<file path="config.mk">
export PLATFORM = sky130hd
export DESIGN_NAME = ysyx_22041071_if_fetch
export DESIGN_NICKNAME = d
export VERILOG_FILES = /design/src/rtl/ysyx_22041071_if_fetch.sv
export SDC_FILE = /design/constraint.sdc
export NUM_CORES = 1
export LEC_CHECK = 0
export ABC_AREA = 1
export CELL_PAD_IN_SITES_DETAIL_PLACEMENT = 1
export CELL_PAD_IN_SITES_GLOBAL_PLACEMENT = 1
export CORE_ASPECT_RATIO = 0.75
export CORE_MARGIN = 10
export CORE_UTILIZATION = 43
export DETAILED_ROUTE_END_ITERATION = 7
export PLACE_DENSITY = 0.86
export SLEW_MARGIN = 5
export SYNTH_ARGS = -nofsm -noshare
export SYNTH_HDL_FRONTEND = slang
export SYNTH_SLANG_ARGS = --single-unit
</file>
<file path="constraint.sdc">
create_clock -name clk -period 10.6 [get_ports clk]
set_input_delay 2.12 -clock clk [delete_from_list [all_inputs] [get_ports clk]]
set_output_delay 2.12 -clock clk [all_outputs]
set_load 0.03 [all_outputs]
</file>
<file path="src/rtl/ysyx_22041071_if_fetch.sv">
// Instruction-fetch stage: owns the fetch PC, issues in-order word requests to
// imem, buffers returned words in a DEPTH-entry FIFO and hands them to decode.
// Latency: request accepted in cycle N (1-cycle memory) is valid2 in cycle N+2.
// Backpressure: issue is credit-limited so every in-flight word has a FIFO slot;
//   ready2=0 stalls issue, imem responses are never back-pressured.
// Ports:
//   clk, reset                    clock, synchronous active-high reset
//   imem_req_valid/ready, addr    fetch request channel (addr = fetch_pc)
//   imem_rsp_valid, imem_rdata    in-order response channel
//   redirect_valid, redirect_pc   flush and restart fetch at target
//   valid2/ready2, PC2, Ins1      instruction handshake to decode
module ysyx_22041071_if_fetch #(
   parameter int                ADDR_W   = 64,
   parameter int                INS_W    = 32,
   parameter int                DEPTH    = 2,
   parameter logic [ADDR_W-1:0] RESET_PC = 64'h0000_0000_8000_0000
) (
   input  logic              clk,
   input  logic              reset,
   output logic              imem_req_valid,
   input  logic              imem_req_ready,
   output logic [ADDR_W-1:0] imem_addr,
   input  logic              imem_rsp_valid,
   input  logic [INS_W-1:0]  imem_rdata,
   input  logic              redirect_valid,
   input  logic [ADDR_W-1:0] redirect_pc,
   output logic              valid2,
   input  logic              ready2,
   output logic [ADDR_W-1:0] PC2,
   output logic [INS_W-1:0]  Ins1
);

   localparam int PW = (DEPTH > 1) ? $clog2(DEPTH) : 1;
   localparam int CW = $clog2(DEPTH + 1);
   localparam logic [CW:0] DEPTH_C = (CW+1)'(DEPTH);

   logic [ADDR_W-1:0] fetch_pc;
   logic [CW-1:0]     outstanding;
   logic [CW-1:0]     drop;
   logic [CW-1:0]     fifo_count;
   logic [PW-1:0]     fifo_rd, fifo_wr;
   logic [PW-1:0]     tag_rd, tag_wr;
   logic [ADDR_W-1:0] tag_q    [DEPTH];
   logic [ADDR_W-1:0] fifo_pc  [DEPTH];
   logic [INS_W-1:0]  fifo_ins [DEPTH];

   logic [CW-1:0] live;
   logic [CW-1:0] outstanding_next;
   logic          credit_ok, slot_ok;
   logic          accept, drop_hit, push, pop, show;
   logic          unused_bits;

   // low target bits are forced to zero; only word-aligned fetch exists
   assign unused_bits = ^redirect_pc[1:0];

   // live words are those that will really land in the FIFO; together with
   // the FIFO occupancy they must never exceed DEPTH, which is what makes an
   // unstallable response stream safe
   assign live      = outstanding - drop;
   assign credit_ok = ({1'b0, live} + {1'b0, fifo_count}) < DEPTH_C;
   assign slot_ok   = {1'b0, outstanding} < DEPTH_C;

   assign imem_req_valid = !reset && !redirect_valid && credit_ok && slot_ok;
   assign imem_addr      = fetch_pc;
   assign accept         = imem_req_valid && imem_req_ready;

   assign drop_hit = imem_rsp_valid && (drop != '0);
   assign push     = imem_rsp_valid && !drop_hit && !redirect_valid;

   assign show   = (fifo_count != '0) && !reset;
   assign valid2 = show && !redirect_valid;
   assign pop    = valid2 && ready2;
   assign PC2    = show ? fifo_pc[fifo_rd]  : '0;
   assign Ins1   = show ? fifo_ins[fifo_rd] : '0;

   assign outstanding_next = outstanding + CW'(accept) - CW'(imem_rsp_valid);

   always_ff @(posedge clk) begin
      if (reset) begin
         fetch_pc    <= RESET_PC;
         outstanding <= '0;
         drop        <= '0;
         fifo_count  <= '0;
         fifo_rd     <= '0;
         fifo_wr     <= '0;
         tag_rd      <= '0;
         tag_wr      <= '0;
      end else begin
         outstanding <= outstanding_next;

         // the tag queue tracks every in-flight request, stale or not, so it
         // advances on every response and is never flushed by a redirect
         if (accept) begin
            tag_q[tag_wr] <= fetch_pc;
            tag_wr        <= tag_wr + PW'(1);
         end
         if (imem_rsp_valid) begin
            tag_rd <= tag_rd + PW'(1);
         end

         if (redirect_valid) begin
            fetch_pc   <= {redirect_pc[ADDR_W-1:2], 2'b00};
            drop       <= outstanding_next;
            fifo_rd    <= '0;
            fifo_wr    <= '0;
            fifo_count <= '0;
         end else begin
            if (accept) begin
               fetch_pc <= fetch_pc + ADDR_W'(4);
            end
            if (drop_hit) begin
               drop <= drop - CW'(1);
            end
            if (push) begin
               fifo_pc[fifo_wr]  <= tag_q[tag_rd];
               fifo_ins[fifo_wr] <= imem_rdata;
               fifo_wr           <= fifo_wr + PW'(1);
            end
            if (pop) begin
               fifo_rd <= fifo_rd + PW'(1);
            end
            fifo_count <= fifo_count + CW'(push) - CW'(pop);
         end
      end
   end

   always_ff @(posedge clk) begin
      if (!reset) begin
         assert ({1'b0, fifo_count} <= DEPTH_C);
         assert (drop <= outstanding);
         assert (!(imem_rsp_valid && (outstanding == '0)));
      end
   end

endmodule

</file>
==> flow_metrics.tcl, run 1 <==
set metrics [dict create \
    status "finished clean" \
    crit_arrival_ns 4.94 \
    slowest_delay_ns 0.83 \
    numPortBuffers 257 \
    post_cts_buffers 0 \
    pwr-share-seq 0.494 \
    fin_tns_setup_ns 0 \
    rows 63 \
    dieArea_um2 48790 \
    holdCritStartpoint "fifo_rd$_SDFFE_PP0P_" \
    ir_drop_v 0.0001008 \
    synth_area_per_cell_um2 10.76 \
    combPwrFrac 0.101 \
    multi_input_area_um2 5366 \
    die_w_um 251.7 \
    hold_viol_final 0 \
    grt_pass1_wl_mm 80.21 \
    cp_slowest_cell "buf_4" \
    drtIter0Drc 795 \
    fin_skew_ns 0.01089 \
    drive_gt1_frac 0.1403 \
    hp-class "reg -> reg" \
    netlist_instances 1609 \
    criticalPathCategory "in -> out" \
    synth-edff-count 312 \
    root_buffer "clkbuf_16" \
    min_delay_path_depth 2 \
    grt_pass1_vias 13472 \
    required_ns 8.48 \
    cp_max_fo 94 \
    p_int_mw 2.714 \
    syn2layout_area_growth_pct 25.42 \
    grt_max_degree 95 \
    rsz0062_at_grt "no" \
    timing.rr.end "tag_q[0][35]$_DFFE_PP_" \
    post-route-period-util 0.6656 \
    ios 264 \
    final_util 0.5478 \
    p_per_area_nw_per_um2 164.7 \
    n_fill_cell 4260 \
    regArea_um2 10860 \
    antenna_left 0 \
    drv_slew 0 \
    r2r-start "outstanding[0]$_SDFF_PP0_" \
    crit_top_cell "inv_1" \
    cap_violations 0 \
    slew_headroom 0.2207 \
    ys_seq_area_frac 0.6265 \
    vias 12420 \
    switchingPower_mw 0.8646 \
    path_clk_slew_ns 0.06 \
    synth_warnings 0 \
    htreeDepth 2 \
    antenna_found_initial 2 \
    leakage_nw 8.056 \
    startpoint_type "input pin" \
    sw_frac_of_total 0.2416 \
    rrSetupSlack_ns 6.88 \
    cts_buffer_depth 3 \
    worst_slew_pin_slew_ns 1.169 \
    max_freq_ghz 0.1417 \
    dr.pass1.iters 5 \
    track_usage 0.2113 \
    start_util 0.4368 \
    holdBufCountCts 0 \
    synth_area_um2 17320 \
    rr_worst_depth 10 \
    detail_route.wl_per_cell_um 21.70 \
    core-area_um2 39650 \
    finalSetupViolations 0 \
    finalWeightedCongestion 0.9192 \
    ys_ff_latch 386 \
    ctsResizeCount 0 \
    viasPerCell 5.139 \
    synth-async-reset-ratio 0 \
    clkSinkCount 386 \
    grt-ovfl-total 0 \
    synth_cell_types 40 \
    die_h_um 193.8 \
    dp_hpwl_mm 36.05 \
    crit_chain "buf_2, inv_1, o21ai_0, clkinv_2, buf_4, nand2_1, inv_1, clkdlybuf4s50_1" \
    clk_latency_ns 0.54 \
    cts-buffers-inserted 41 \
    routed_wl_mm 52.45 \
    final_cell_mix "386 x nand2_1, 312 x edfxtp_1, 255 x clkdlybuf4s50_1, 218 x inv_1, 156 x mux2_2" \
    timing.final.crit_period_ns 7.056 \
    tritoncts "built" \
    synth-main-ff-cell "edfxtp_1" \
    layout.nets 1975 \
    end_kind "output port" \
    post-route-drc-count 0 \
    mostFrequentLayoutCell "nand2_1" \
    pwr-share-clk 0.404 \
]
==> worst max-delay path by stage <==
stage,depth (start not counted),start,to
5_1_grt,8,reset,PC2[41]
3_3_place_gp,8,reset,PC2[53]
3_5_place_dp,8,reset,PC2[35]
6_report,8,reset,PC2[32]
2_1_floorplan,3,reset,fifo_ins[0][0]$_DFFE_PP_
4_1_cts,8,reset,PC2[12]
==> synthesized netlist by cell type (3+ instances only) <==
| cell type | number | area, um2 |
|---|---|---|
| nor3_1 | 4 | 20.02 |
| mux2_2 | 156 | 1757 |
| a21oi_1 | 45 | 225.2 |
| ha_1 | 7 | 87.58 |
| xnor2_1 | 6 | 52.55 |
| o21ai_1 | 12 | 60.06 |
| nor2_2 | 8 | 50.05 |
| o21ai_0 | 46 | 230.2 |
| nand2_2 | 4 | 25.02 |
| inv_2 | 3 | 11.26 |
| nand3b_1 | 5 | 37.54 |
| buf_1 | 10 | 37.54 |
| edfxtp_1 | 312 | 9369 |
| nand2_1 | 386 | 1449 |
| nand3_1 | 60 | 300.3 |
| a31oi_1 | 12 | 75.07 |
| nand4_1 | 9 | 56.30 |
| inv_1 | 219 | 822.0 |
| buf_6 | 3 | 33.78 |
| dfxtp_1 | 74 | 1481 |
| xor2_1 | 23 | 201.4 |
| buf_2 | 16 | 80.08 |
| nor2_1 | 138 | 518.0 |
| nor2_4 | 6 | 67.56 |
| clkbuf_1 | 21 | 78.83 |
| buf_4 | 9 | 67.56 |
==> registers in the layout (all words and copies together) (netlist names), named ones only <==
register / cells
tag_rd: 1
tag_q: 124
tag_wr: 1
fifo_pc: 124
drop: 2
fifo_wr: 1
outstanding: 2
fifo_count: 2
fifo_ins: 64
fifo_rd: 1
imem_addr: 62
==> cells by family (layout without fill, tap and decap cells) <==
group	after synthesis	in the layout	share of synthesized area
simple gates	624	624	0.1477
flops	386	386	0.6265
buf+inv	283	567	0.06589
mux	156	156	0.1014
compound gates	122	122	0.03735
xor+xnor	29	29	0.01467
fa+ha+maj	8	8	0.006213
other cells	1	5	0.0002165
==> worst max-delay path, delay by kind of cell <==
kind	cells	cell delay (ns)
simple gates	1	0.17
compound gates	1	0.31
buf+inv	6	2.21
==> area by class of cell <==
type / instances / area share
Antenna cell: 1 / 0.0001152
Clock buffer: 54 / 0.05225
Clock inverter: 20 / 0.009850
Inverter: 224 / 0.03888
Multi-Input combinational cell: 943 / 0.2471
Sequential cell: 386 / 0.4998
Tap cell: 520 / 0.02995
Timing Repair Buffer: 269 / 0.1221
==> metrics by stage <==
stage / power (mW) / cells / cell area [um2] / setup slack (ns) / hold slack [ns]
6_report: 3.578 / 2417 / 21720 / 3.544 / 0.5076
5_1_grt: 3.720 / 2416 / 21720 / 3.304 / 0.5510
4_1_cts: 3.617 / 2416 / 21720 / 3.552 / 0.5127
3_5_place_dp: 2.164 / 2342 / 20370 / 3.586 / 0.4905
3_3_place_gp: 2.143 / 2342 / 20370 / 3.605 / 0.4906
2_1_floorplan: 2.000 / 1612 / 17330 / 1.010 / 0.4679
==> power by group through the flow <==
| stage | combinational (mW) | sequential (mW) | clock, mW |
|---|---|---|---|
| 3_3_place_gp | 0.348 | 1.80 | 0 |
| 2_1_floorplan | 0.188 | 1.81 | 0 |
| 6_report | 0.362 | 1.77 | 1.45 |
| 3_5_place_dp | 0.363 | 1.80 | 0 |
| 5_1_grt | 0.395 | 1.78 | 1.55 |
| 4_1_cts | 0.366 | 1.77 | 1.48 |
==> routing by layer <==
layer / wire (um) / global-route usage / vias to the layer above / part of all wire
met1: 23340 / 0.2818 / 6213 / 0.44
met2: 24890 / 0.3476 / 316 / 0.47
met4: 783 / 0.03971 / 0 / 0.015
li1: - / - / 5825 / -
met3: 3436 / 0.04875 / 66 / 0.066
met5: 0 / 0 / - / 0
(Power assumes the default switching activity.)
==> run 2, diff against run 1 <==
==> constraint.sdc (replaced) <==
create_clock -name clk -period 6.5 [get_ports clk]
set_input_delay 1.3 -clock clk [delete_from_list [all_inputs] [get_ports clk]]
set_output_delay 1.3 -clock clk [all_outputs]
set_load 0.03 [all_outputs]
==> flow_metrics.tcl, run 2 (synthesized netlist as in run 1, its figures left out) <==
set metrics [dict create \
    track_usage 0.2138 \
    root_buffer "clkbuf_16" \
    ir_drop_v 0.0001463 \
    dieArea_um2 48790 \
    rows 63 \
    required_ns 5.20 \
    combPwrFrac 0.104 \
    clk_latency_ns 0.55 \
    core-area_um2 39650 \
    sw_frac_of_total 0.2444 \
    vias 12516 \
    antenna_found_initial 1 \
    hold-worst-slack_ns 0.5262 \
    finalWeightedCongestion 0.9353 \
    slew_headroom 0.2986 \
    largestRegisters "fifo_pc x124, tag_q x124, fifo_ins x64" \
    startpoint_type "input pin" \
    fin_skew_ns 0.02303 \
    routed_wl_mm 52.89 \
    criticalPathCategory "in -> out" \
    start_util 0.4368 \
    final_cell_mix "386 x nand2_1, 312 x edfxtp_1, 255 x clkdlybuf4s50_1, 218 x inv_1, 156 x mux2_2" \
    r2r-start "outstanding[0]$_SDFF_PP0_" \
    numPortBuffers 257 \
    detail_route.wl_per_cell_um 21.89 \
    startpoint "reset" \
    grt_pass1_wl_mm 80.85 \
    post-route-drc-count 0 \
    finalSetupViolations 0 \
    holdCritStartpoint "tag_rd$_SDFFE_PP0P_" \
    switchingPower_mw 1.414 \
    layout.nets 1974 \
    mostFrequentLayoutCell "nand2_1" \
    timing.final.crit_period_ns 5.208 \
    antenna_left 0 \
    hp-class "reg -> reg" \
    end_kind "output port" \
    viasPerCell 5.180 \
    cap_violations 0 \
    grt_pass1_vias 13716 \
    ctsResizeCount 0 \
    drive_gt1_frac 0.1383 \
    tritoncts "built" \
    ios 264 \
    leakage_nw 8.039 \
    cts-buffers-inserted 40 \
    worst_slew_pin_slew_ns 1.052 \
    cp_max_fo 51 \
    drtIter0Drc 860 \
    rsz0062_at_grt "no" \
    grt-ovfl-total 0 \
    drv_slew 0 \
    p_per_area_nw_per_um2 266.5 \
    pwr-share-clk 0.398 \
    max_freq_ghz 0.1920 \
    syn2layout_area_growth_pct 25.36 \
    path_clk_slew_ns 0.06 \
    clkSinkCount 386 \
    crit_arrival_ns 3.91 \
    die_h_um 193.8 \
    dp_hpwl_mm 36.56 \
    die_w_um 251.7 \
    hold_viol_final 0 \
    fin_tns_setup_ns 0 \
    status "finished clean" \
    p_int_mw 4.372 \
    htreeDepth 2 \
    cts_buffer_depth 3 \
    dr.pass1.iters 5 \
    holdBufCountCts 0 \
    post-route-period-util 0.8012 \
    grt_max_degree 95 \
    pwr-share-seq 0.499 \
    post_cts_buffers 0 \
]
-- run 2: cell type report --
type | count | area, um2
inverters | 224 | 844.6
fillers | 4278 | 17940
clock inverters | 15 | 136.4
well taps | 520 | 650.6
clock buffers | 58 | 1171
flip-flops and latches | 386 | 10860
multi-input cells | 943 | 5373
repair buffers | 269 | 2678
diodes | 1 | 2.502
-- run 2: worst max-delay path, stage by stage --
cell	delay [ns]
buf_2	0.10
inv_1	0.38
o21ai_0	0.28
clkinv_2	0.56
buf_12	0.30
nand2_1	0.10
inv_1	0.07
clkdlybuf4s50_1	0.72
-- run 2: per-stage QoR --
stage / instances / instance area (um2) / total power [mW] / setup WS [ns] / util
after detailed placement: 2342 / 20400 / 3.534 / 1.292 / 0.5145
final: 2416 / 21710 / 5.785 / 1.292 / 0.5476
after floorplan: 1612 / 17340 / 3.259 / 0.2157 / -
after global routing: 2415 / 21710 / 5.993 / 1.079 / 0.5475
after CTS: 2415 / 21710 / 5.837 / 1.238 / 0.5475
after global placement: 2342 / 20400 / 3.496 / 1.364 / 0.5145
-- run 2: power groups by stage --
| stage | combinational (mW) | sequential [mW] | clock [mW] |
|---|---|---|---|
| finish | 0.599 | 2.89 | 2.30 |
| global route | 0.650 | 2.90 | 2.45 |
| CTS | 0.606 | 2.89 | 2.35 |
| detailed placement | 0.596 | 2.94 | 0 |
| global placement | 0.568 | 2.93 | 0 |
| floorplan | 0.307 | 2.95 | 0 |
-- run 2: final timing paths --
| path | to | slack (ns) | depth (start not counted) |
|---|---|---|---|
| setup / recovery | PC2[37] | 1.29 | 8 |
| hold / removal | tag_rd$_SDFFE_PP0P_ | 0.53 | 2 |
| setup reg to reg | tag_q[1][51]$_DFFE_PP_ | 2.70 | 10 |
| hold reg to reg | tag_rd$_SDFFE_PP0P_ | 0.53 | 2 |
-- run 2: per-layer routing --
layer / global-route usage / routed length (um)
met3: 0.04500 / 3216
met1: 0.2789 / 23480
met4: 0.04484 / 861
met5: 0 / 0
met2: 0.3603 / 25330
